<file path="src/rtl/morse_if.sv">
// morse_if: request/status bundle between the keypad capture side and the Morse encoder
// start/key_val: character request from the master; busy/morse_out/done: encoder status and sounder line
interface morse_if;
  logic       start;
  logic [3:0] key_val;
  logic       busy;
  logic       morse_out;
  logic       done;
  modport master (output start, key_val, input busy, morse_out, done);
  modport slave  (input start, key_val, output busy, morse_out, done);
endinterface

</file>
<file path="src/rtl/morse_encoder.sv">
// morse_encoder: plays the Morse code of a hex key value on a single on/off line
// clk: system clock; rst: async active-low reset
// bus.start/bus.key_val: accepted while idle; bus.busy: character in progress;
// bus.morse_out: 1 = mark; bus.done: one-cycle pulse after the trailing character gap
module morse_encoder #(
  parameter int UNIT_CYCLES = 3_000_000
) (
  input logic   clk,
  input logic   rst,
  morse_if.slave bus
);
  typedef enum logic [1:0] {IDLE, MARK, SPACE, CHAR_GAP} state_t;
  localparam logic [25:0] UNIT_LAST = 26'(UNIT_CYCLES - 1);
  state_t      state_q, state_d;
  logic [3:0]  key_q, key_d;
  logic [2:0]  idx_q, idx_d;
  logic [25:0] pre_q, pre_d;
  logic [1:0]  unit_q, unit_d;
  logic        busy_q, busy_d, mo_q, mo_d, done_q, done_d;
  logic [2:0]  len;
  logic [4:0]  pat;
  logic [1:0]  last;
  logic        dash, tick, unit_end;
  // elements are left-aligned: element i lives in pat[4-i]
  always_comb begin
    {len, pat} = 8'h0;
    case (key_q)
      4'h0: {len, pat} = {3'd5, 5'b11111};
      4'h1: {len, pat} = {3'd5, 5'b01111};
      4'h2: {len, pat} = {3'd5, 5'b00111};
      4'h3: {len, pat} = {3'd5, 5'b00011};
      4'h4: {len, pat} = {3'd5, 5'b00001};
      4'h5: {len, pat} = {3'd5, 5'b00000};
      4'h6: {len, pat} = {3'd5, 5'b10000};
      4'h7: {len, pat} = {3'd5, 5'b11000};
      4'h8: {len, pat} = {3'd5, 5'b11100};
      4'h9: {len, pat} = {3'd5, 5'b11110};
      4'hA: {len, pat} = {3'd2, 5'b01000};
      4'hB: {len, pat} = {3'd4, 5'b10000};
      4'hC: {len, pat} = {3'd4, 5'b10100};
      4'hD: {len, pat} = {3'd3, 5'b10000};
      4'hE: {len, pat} = {3'd1, 5'b00000};
      4'hF: {len, pat} = {3'd4, 5'b00100};
      default: {len, pat} = 8'h0;
    endcase
  end
  assign dash     = pat[3'd4 - idx_q];
  // last unit index of the current phase: dash and character gap span 3 units
  assign last     = state_q == MARK ? (dash ? 2'd2 : 2'd0) : state_q == CHAR_GAP ? 2'd2 : 2'd0;
  assign tick     = pre_q == UNIT_LAST;
  assign unit_end = tick && unit_q == last;
  always_comb begin
    state_d = state_q;
    key_d   = key_q;
    idx_d   = idx_q;
    busy_d  = busy_q;
    mo_d    = mo_q;
    done_d  = 1'b0;
    pre_d   = (state_q == IDLE || tick) ? 26'd0 : pre_q + 26'd1;
    unit_d  = (state_q == IDLE || unit_end) ? 2'd0 : tick ? unit_q + 2'd1 : unit_q;
    unique case (state_q)
      IDLE: if (bus.start) begin
        key_d   = bus.key_val;
        idx_d   = 3'd0;
        state_d = MARK;
        busy_d  = 1'b1;
        mo_d    = 1'b1;
      end
      MARK: if (unit_end) begin
        mo_d    = 1'b0;
        state_d = idx_q == len - 3'd1 ? CHAR_GAP : SPACE;
      end
      SPACE: if (unit_end) begin
        idx_d   = idx_q + 3'd1;
        mo_d    = 1'b1;
        state_d = MARK;
      end
      CHAR_GAP: if (unit_end) begin
        busy_d  = 1'b0;
        done_d  = 1'b1;
        state_d = IDLE;
      end
      default: state_d = IDLE;
    endcase
  end
  always_ff @(posedge clk or negedge rst) begin
    if (!rst) begin
      state_q <= IDLE;
      key_q   <= 4'h0;
      idx_q   <= 3'd0;
      pre_q   <= 26'd0;
      unit_q  <= 2'd0;
      busy_q  <= 1'b0;
      mo_q    <= 1'b0;
      done_q  <= 1'b0;
    end else begin
      state_q <= state_d;
      key_q   <= key_d;
      idx_q   <= idx_d;
      pre_q   <= pre_d;
      unit_q  <= unit_d;
      busy_q  <= busy_d;
      mo_q    <= mo_d;
      done_q  <= done_d;
    end
  end
  assign bus.busy      = busy_q;
  assign bus.morse_out = mo_q;
  assign bus.done      = done_q;
endmodule

</file>
<file path="src/flat_wrapper.sv">
// flat-port wrapper written by rule: the top's interface ports become plain ports
module morse_encoder_flat 
#(
  parameter int UNIT_CYCLES = 3_000_000
)
  (clk, rst, bus_start, bus_key_val, bus_busy, bus_morse_out, bus_done);
  morse_if bus_i ();
  input logic clk;
  input logic rst;
  input wire logic [$bits(bus_i.start)-1:0] bus_start;
  input wire logic [$bits(bus_i.key_val)-1:0] bus_key_val;
  output wire logic [$bits(bus_i.busy)-1:0] bus_busy;
  output wire logic [$bits(bus_i.morse_out)-1:0] bus_morse_out;
  output wire logic [$bits(bus_i.done)-1:0] bus_done;
  assign bus_i.start = bus_start;
  assign bus_i.key_val = bus_key_val;
  assign bus_busy = bus_i.busy;
  assign bus_morse_out = bus_i.morse_out;
  assign bus_done = bus_i.done;
  morse_encoder #(.UNIT_CYCLES(UNIT_CYCLES)) u_core (.clk(clk), .rst(rst), .bus(bus_i));
endmodule
</file>
<file path="config.mk">
export PLATFORM = sky130hd
export DESIGN_NAME = morse_encoder_flat
export DESIGN_NICKNAME = d
export VERILOG_FILES = /design/src/rtl/morse_if.sv /design/src/rtl/morse_encoder.sv /design/src/flat_wrapper.sv
export SDC_FILE = /design/constraint.sdc
export NUM_CORES = 1
export LEC_CHECK = 0
export CORE_ASPECT_RATIO = 1.75
export CORE_MARGIN = 2
export CORE_UTILIZATION = 35
export CTS_BUF_LIST = sky130_fd_sc_hd__clkbuf_8
export DETAILED_ROUTE_END_ITERATION = 8
export SKIP_LAST_GASP = 1
export SLEW_MARGIN = 20
export SYNTH_ARGS = -nofsm -noshare
export SYNTH_HDL_FRONTEND = slang
export SYNTH_SLANG_ARGS = --single-unit
</file>
<file path="constraint.sdc">
create_clock -name clk -period 3.4 [get_ports clk]
set_input_delay 0.68 -clock clk [delete_from_list [all_inputs] [get_ports clk]]
set_output_delay 0.68 -clock clk [all_outputs]
set_load 0.01 [all_outputs]
</file>
After elaboration in Yosys (flattened, before gate mapping). Memory sizes are Yosys's and may differ from the RTL's. Cells that the tools add are included.

Memory bits (read-only): 128. Output and inout bits: 3. Memories: 1. Flip-flop bits (word level): 40.

Memory list: (name not given) (depth 16, bits a word 8, read ports 1, clocked after memory_dff 0, write ports 0, RTL line morse_encoder.sv:27) `case (key_q)`.

$add $sub $neg: 5. Mux-type cells: 24. Reductions and logical operators: 13. Equal/unequal tests: 10. Magnitude comparators: 1.

Operators by type and width (count): 26-bit by 1-bit adder with 26-bit output (second input constant) (1); 26-bit by 22-bit equality test with 1-bit output (second input constant) (1); 26-bit two-way mux (1); 2-bit two-way mux (9); 2-bit one-hot mux with 4 select lines (1); 4-bit AND reduction (2); 1-bit two-way mux (7); 3-bit two-way mux (2); 2-bit by 1-bit inequality test with 1-bit output (second input constant) (3); 3-bit one-hot mux with 2 select lines (1); 3-bit AND reduction (2); 2-bit nonzero test (3); 2-bit equality test (second input constant) (2); 3-bit by 4-bit less-than comparator with 1-bit output (second input constant) (1); 3-bit by 1-bit adder with 3-bit output (second input constant) (1); 1-bit binary-select mux with 3-bit select (1); 3-bit equality test (1); 1-bit one-hot mux with 3 select lines (1); 3-bit nonzero test (1); 3-bit by 1-bit subtractor with 3-bit output (second input constant) (1); 3-bit subtractor (first input constant) (1); 2-bit by 1-bit adder with 2-bit output (second input constant) (1); 2-bit by 1-bit equality test with 1-bit output (second input constant) (1); 2-bit equality test (1); other kinds (6) (7).

Logic depth before layout (Yosys ltp). Gate-level depths: netlist of run 1.

Word-level depth: 9. Gate-level depth with buffers: 9. Gate-level depth less buffers: 9.

Worst setup path after synthesis of run 1. OpenSTA, ideal clock, no wires.

Path type: register to register. From: register u_core.idx_q[0]. To: register u_core.mo_q (netlist: u_core.bus.morse_out). Period minus slack after synthesis: 2.449 ns. Data required time: 3.280 ns. Slack: 0.951 ns. Library setup time: 0.120 ns. Cell stages (with the launch flop): 9. Arrival: 2.329 ns. Cells stage by stage: dfrtp_1 > buf_2 > inv_1 > ha_1 > or4b_1 > o311ai_1 > o22ai_2 > or4b_1 > and3_1.

Longest elaborated chain between the ends: 9. Elaborated cells between the ends (all ways): 10.

RTL lines: start: declaration (RTL line morse_encoder.sv:16) `logic [2:0] idx_q, idx_d;`; start signal: assignment (RTL line morse_encoder.sv:99) `idx_q <= idx_d;`; 3-bit subtractor * (RTL line morse_encoder.sv:47) `assign dash = pat[3'd4 - idx_q];`; 1-bit binary-select mux with 3-bit select * (RTL line morse_encoder.sv:47); 1-bit two-way mux (not written as such) * (RTL line morse_encoder.sv:47); 2-bit two-way mux * (2 in series) (RTL line morse_encoder.sv:49) `assign last = state_q == MARK ? (dash ? 2'd2 : 2'd0) : state_q == CHAR_GAP ? 2'd2 : 2'd0;`; 2-bit equality test * (RTL line morse_encoder.sv:51) `assign unit_end = tick && unit_q == last;`; 1-bit logical AND * (RTL line morse_encoder.sv:51); 2-bit by 1-bit inequality test with 1-bit output (no line); 4-bit AND reduction (no line) *; end signal: assignment (RTL line morse_encoder.sv:103) `mo_q <= mo_d;`; end: declaration (RTL line morse_encoder.sv:19) `logic busy_q, busy_d, mo_q, mo_d, done_q, done_d;`.

Every way passes the cells marked *; elsewhere a longest branch is shown, timed or not. The select of a mux whose other input is x is not followed. A chain may end at the register's enable or synchronous reset.

Final worst setup path of run 1. Same ends and word-level chain as after synthesis.

==> flow_summary.json, run 1 <==
{
  "fp-row-count": 40,
  "numCtsBuffers": 5,
  "clkTransAtPathRegs_ns": 0.08,
  "max_freq_ghz": 0.3759,
  "p_int_uw": 858.3,
  "holdPathEnd": "u_core.pre_q[0]",
  "path_class": "reg -> reg",
  "synthCells": 267,
  "layout-drive-gt1-share": 0.08029,
  "start_util": 0.3609,
  "status": "completed",
  "async_reset_ff_frac": 1.000,
  "period_share": 0.7824,
  "ctsResizeCount": 0,
  "holdPathStages": 1,
  "dieArea_sq_um": 7786,
  "nFillCells": 704,
  "first_pass_iters": 5,
  "design_area_sq_um": 2735,
  "grt_pass1_wl_microns": 8838,
  "post_cts_buffers": 0,
  "setup_tns_ns": 0,
  "antenna_found_initial": 0,
  "synth_commonest_cells": "nor2_1 (49), dfrtp_1 (40), xnor2_1 (18)",
  "finalSetupViolations": 0,
  "power-per-cell-area_nw_per_um2": 439.7,
  "drt-initial-drc-count": 141,
  "drv_cap": 0,
  "insertion_delay_ns": 0.29,
  "synth.ff_latch_count": 40,
  "start_kind": "register",
  "switching_power_uw": 344.5,
  "die_x_microns": 67.57,
  "postCtsHoldBufs": 0,
  "grt_overflow": 0,
  "min_from": "u_core.pre_q[0]",
  "r2r_setup_slack_ns": 0.74,
  "finalHoldViolations": 0,
  "cts.sinks": 40,
  "synth.most_common_cell": "nor2_1",
  "crit_required_ns": 3.58,
  "antenna_cells": 0,
  "route.detailed.drc": 0,
  "cts.path.max_buffers": 2,
  "drv_slew": 0,
  "min_path_type": "reg -> reg",
  "port_buffers": 9,
  "power.share.combinational": 0.187,
  "vdd_drop_max_mv": 0.2009,
  "placed_cell_area_sq_um": 2624,
  "fin_crit_ns": 2.660,
  "synth_area_per_cell_sq_um": 9.269,
  "rsz0062_at_grt": "false",
  "wirelength_microns": 5137,
  "power_mw": 1.203,
  "synth_edf_count": 0,
  "synth-main-ff-cell": "dfrtp_1",
  "critPathMaxFanout": 10,
  "r2r-end": "u_core.bus.morse_out",
  "syn_area_sq_um": 2475,
  "dpl.hpwl_microns": 3785,
  "cts_max_level": 2,
  "drtAntennaViolNets": 0,
  "worst_pin_slew_ns": 0.9017,
  "cts_root_buf": "clkbuf_8",
  "synth-seq-area-share": 0.4044,
  "route.vias.total": 1862,
  "synth_cell_types": 46,
  "die_h_microns": 115.2,
  "grt_pass1_vias": 1980,
  "cp_data_arrival_time_ns": 2.84,
  "synth_top_area_frac": 0.4044,
  "skew_ns": 0.006494,
  "post_drt_wl_per_cell_microns": 14.35,
  "endpoint_kind": "register",
  "synthToLayoutAreaGrowth_pct": 10.52,
  "reg2reg_from": "u_core.idx_q[0]",
  "nets": 290,
  "p_clk_frac": 0.321,
  "slew-limit-headroom": 0.3989,
  "detail_route.vias_per_cell": 5.201,
  "grt_max_degree": 41,
  "ios": 10,
  "p_leak_nw": 1.162,
  "netlist.top_cell.by_area": "dfrtp_1",
  "netlist_top_cells_area": "dfrtp_1 (40%), nor2_1 (7.4%), xnor2_1 (6.4%)",
  "place.gp.congestion": 0.7809,
  "grtUsageTotal": 0.1462,
  "reg2reg_depth": 7,
  "cts_tree": "done",
  "pwr-share-seq": 0.492,
  "synth_fp_nets": 284,
  "yosysWarnings": 0,
  "swShare": 0.2864,
  "core_area_sq_um": 6857
}
[stage by stage]
stage	instances	utilization	hold WS, ns	setup slack (ns)
final	358	0.3989	0.4945	0.7397
after global routing	358	0.3989	0.5137	0.5845
after CTS	358	0.3989	0.4937	0.7385
after detailed placement	350	0.3827	0.4784	0.7541
after global placement	350	0.3827	0.4798	0.8139
after floorplan	267	-	0.3844	0.9509
[flip-flops by register name (all words and copies together), names as in the netlist]
register / flops
u_core.bus.busy: 1
u_core.bus.done: 1
u_core.bus.morse_out: 1
u_core.idx_q: 3
u_core.key_q: 4
u_core.pre_q: 26
u_core.state_q: 2
u_core.unit_q: 2
[area by class of cell]
cell class | instances | area (sq um) | area share
tap | 84 | 105.1 | 0.03843
clock inverter | 3 | 42.54 | 0.01555
multi-input combinational | 206 | 1384 | 0.5059
timing repair buffer | 11 | 100.1 | 0.03660
sequential | 40 | 1001 | 0.3660
clock buffer | 5 | 68.82 | 0.02516
inverter | 9 | 33.78 | 0.01235
[how the worst max path moves through the flow]
stage	startpoint	slack, ns	end	cells after the start
floorplan	u_core.idx_q[0]	0.95	u_core.bus.morse_out	8
global placement	u_core.idx_q[0]	0.81	u_core.unit_q[1]	8
detailed placement	u_core.idx_q[0]	0.75	u_core.bus.morse_out	7
CTS	u_core.idx_q[0]	0.74	u_core.bus.morse_out	7
global route	u_core.idx_q[0]	0.58	u_core.bus.morse_out	7
finish	u_core.idx_q[0]	0.74	u_core.bus.morse_out	7
[cells in the final DEF (no fill, tap or decap), types with 5 or more instances in the layout]
cell,instances
xor2_1,13
clkbuf_8,5
nand2_1,17
dfrtp_1,40
inv_1,9
xnor2_1,18
clkdlybuf4s50_1,8
ha_1,10
nor4_1,6
nor2_1,49
nand4_1,8
and3_1,9
o21ai_0,6
nand3_1,12
mux2_2,6
[power by group through the flow]
stage | clock network, mW | registers (mW) | logic, mW
after global placement | 0 | 0.601 | 0.222
final | 0.386 | 0.592 | 0.225
after global routing | 0.427 | 0.602 | 0.256
after floorplan | 0 | 0.577 | 0.188
after detailed placement | 0 | 0.602 | 0.227
after CTS | 0.403 | 0.593 | 0.230
[per-layer routing]
metal | track usage | vias up | share of wire
met1 | 0.1571 | 908 | 0.40
met4 | 0.04354 | 0 | 0.0086
li1 | - | 933 | -
met3 | 0.02348 | 4 | 0.018
met5 | 0 | - | 0
met2 | 0.2797 | 17 | 0.57
[worst max-delay path, cell delays in order, from the launching register on]
cell and delay (ns):
dfrtp_1 0.55, inv_1 0.14, ha_1 0.39, or4b_1 0.48, o311ai_1 0.14, o22ai_2 0.16
or4b_1 0.51, and3_1 0.18
[cell families after synthesis]
group | synth area share
xor+xnor | 0.1163
mux | 0.03943
flops | 0.4044
buf+inv | 0.03640
simple gates | 0.2846
fa+ha+maj | 0.05056
compound gates | 0.06826
Note: power is estimated with default switching activity, not from simulation.
==> inputs of run 2 (changes only) <==
==> constraint.sdc (replaced) <==
create_clock -name clk -period 2.6 [get_ports clk]
set_input_delay 0.52 -clock clk [delete_from_list [all_inputs] [get_ports clk]]
set_output_delay 0.52 -clock clk [all_outputs]
set_load 0.01 [all_outputs]
==> run 2 against run 1 <==
Effect of this change: sequential power up 30%; final cell count up 1.1%; design area up 0.46%; combinational power up 36%; sequential share of layout area down 0.17 points; total power up 26%; non-clock buffer count up 4; global-route usage up 1.0 points; critical endpoint is now u_core.unit_q[1].
==> flow_summary.json, run 2 (same netlist as run 1, synthesis figures left out) <==
{
  "insertion_delay_ns": 0.29,
  "p_leak_nw": 1.177,
  "cp_data_arrival_time_ns": 2.58,
  "cts_root_buf": "clkbuf_8",
  "cts.sinks": 40,
  "place.gp.congestion": 0.8568,
  "setup_slack_ns": 0.2015,
  "drv_slew": 0,
  "start_util": 0.3609,
  "grtUsageTotal": 0.1563,
  "min_path_type": "in -> async",
  "core_area_sq_um": 6857,
  "max_freq_ghz": 0.4169,
  "grt_util_met1": 0.1603,
  "start_kind": "register",
  "post_cts_buffers": 0,
  "clkTransAtPathRegs_ns": 0.08,
  "ios": 10,
  "met2_usage": 0.3020,
  "fp-row-count": 40,
  "route.detailed.drc": 0,
  "first_pass_iters": 4,
  "fin_util": 0.4007,
  "critPathMaxFanout": 8,
  "largest_register": "u_core.pre_q",
  "finalHoldViolations": 0,
  "grt_pass1_wl_microns": 9308,
  "die_h_microns": 115.2,
  "synthToLayoutAreaGrowth_pct": 11.02,
  "setup_tns_ns": 0,
  "dpl.hpwl_microns": 4114,
  "largest_reg_flops": 26,
  "dieArea_sq_um": 7786,
  "antenna_cells": 0,
  "route.vias.total": 1916,
  "period_share": 0.9225,
  "finalSetupViolations": 0,
  "drtAntennaViolNets": 0,
  "wirelength_microns": 5451,
  "die_x_microns": 67.57,
  "post_drt_wl_per_cell_microns": 15.06,
  "cts_max_level": 2,
  "mostFrequentLayoutCell": "nor2_1",
  "status": "completed",
  "slew-limit-headroom": 0.3779,
  "path_class": "reg -> reg",
  "skew_ns": 0.006868,
  "vdd_drop_max_mv": 0.2166,
  "power_mw": 1.514,
  "grt_use_met3": 0.02642,
  "ctsResizeCount": 0,
  "worst_pin_slew_ns": 0.9332,
  "instances_no_fill": 362,
  "port_buffers": 9,
  "fin_crit_ns": 2.399,
  "detail_route.vias_per_cell": 5.293,
  "layout-drive-gt1-share": 0.08993,
  "drt-initial-drc-count": 88,
  "cts_tree": "done",
  "dp_cells": 354,
  "cts.path.max_buffers": 2,
  "grt_max_degree": 41,
  "post-place-ws_ns": 0.2042,
  "endpoint_kind": "register",
  "grt_busiest_layer": "met2",
  "rsz0062_at_grt": "false",
  "mostFrequentLayoutCells": "nor2_1 (49), dfrtp_1 (40), xnor2_1 (18), nand2_1 (17), xor2_1 (13)",
  "nets": 294,
  "antenna_found_initial": 0,
  "crit_required_ns": 2.78,
  "power-per-cell-area_nw_per_um2": 550.9,
  "postCtsHoldBufs": 0,
  "grt_overflow": 0,
  "reg.largest.list": "u_core.pre_q (26), u_core.key_q (4), u_core.idx_q (3)",
  "numCtsBuffers": 5,
  "drv_cap": 0,
  "grt_pass1_vias": 2025
}
==> run 2: cell types whose count changed in the layout (fill, tap and decap cells not counted) <==
cell       delta
buf_4         +4
clkinv_2      -1
inv_1         +1
clkbuf_8      +1
bufinv_16     -1
==> run 2: per-stage QoR <==
step / hold WS, ns / area, sq um
2_1_floorplan: 0.2244 / 2475
3_3_place_gp: 0.4759 / 2654
3_5_place_dp: 0.4902 / 2654
4_1_cts: 0.4028 / 2748
5_1_grt: 0.4525 / 2748
6_report: 0.3684 / 2748
==> run 2: layout make-up <==
class                      instances  area [sq um]
multi-input combinational        206          1384
fill                             717          4109
sequential                        40          1001
clock buffer                       6         82.58
inverter                           9         33.78
tap                               84         105.1
timing repair buffer              15         130.1
clock inverter                     2         11.26
==> run 2: final timing paths <==
kind	cells past startpoint	to	from	slack, ns
min	1	u_core.state_q[1]	rst	0.37
max in group asynchronous	1	u_core.state_q[0]	rst	1.65
max	8	u_core.unit_q[1]	u_core.key_q[1]	0.20
max reg2reg	8	u_core.unit_q[1]	u_core.key_q[1]	0.20
min reg2reg	1	u_core.pre_q[0]	u_core.pre_q[0]	0.50
min in group clk	1	u_core.pre_q[0]	u_core.pre_q[0]	0.50
==> run 2: worst max-delay path, stage by stage (launching register included) <==
cell and delay, ns:
dfrtp_1 0.49, inv_1 0.16, ha_1 0.20, or4b_1 0.43, o311ai_1 0.15, nand2b_1 0.17
o32ai_1 0.10, or4_1 0.40, and3b_1 0.19
==> run 2: power by group <==
part / internal, mW / switching, mW / leakage [nW]
combinational: 0.156 / 0.150 / 0.608
clock: 0.212 / 0.224 / 0.0486
sequential: 0.688 / 0.0834 / 0.520
total: 1.06 / 0.458 / 1.18
==> run 2: metal layers <==
metal / wire length (microns) / part of all wire
met4: 102 / 0.019
met3: 121 / 0.022
met2: 3133 / 0.57
met5: 0 / 0
met1: 2094 / 0.38
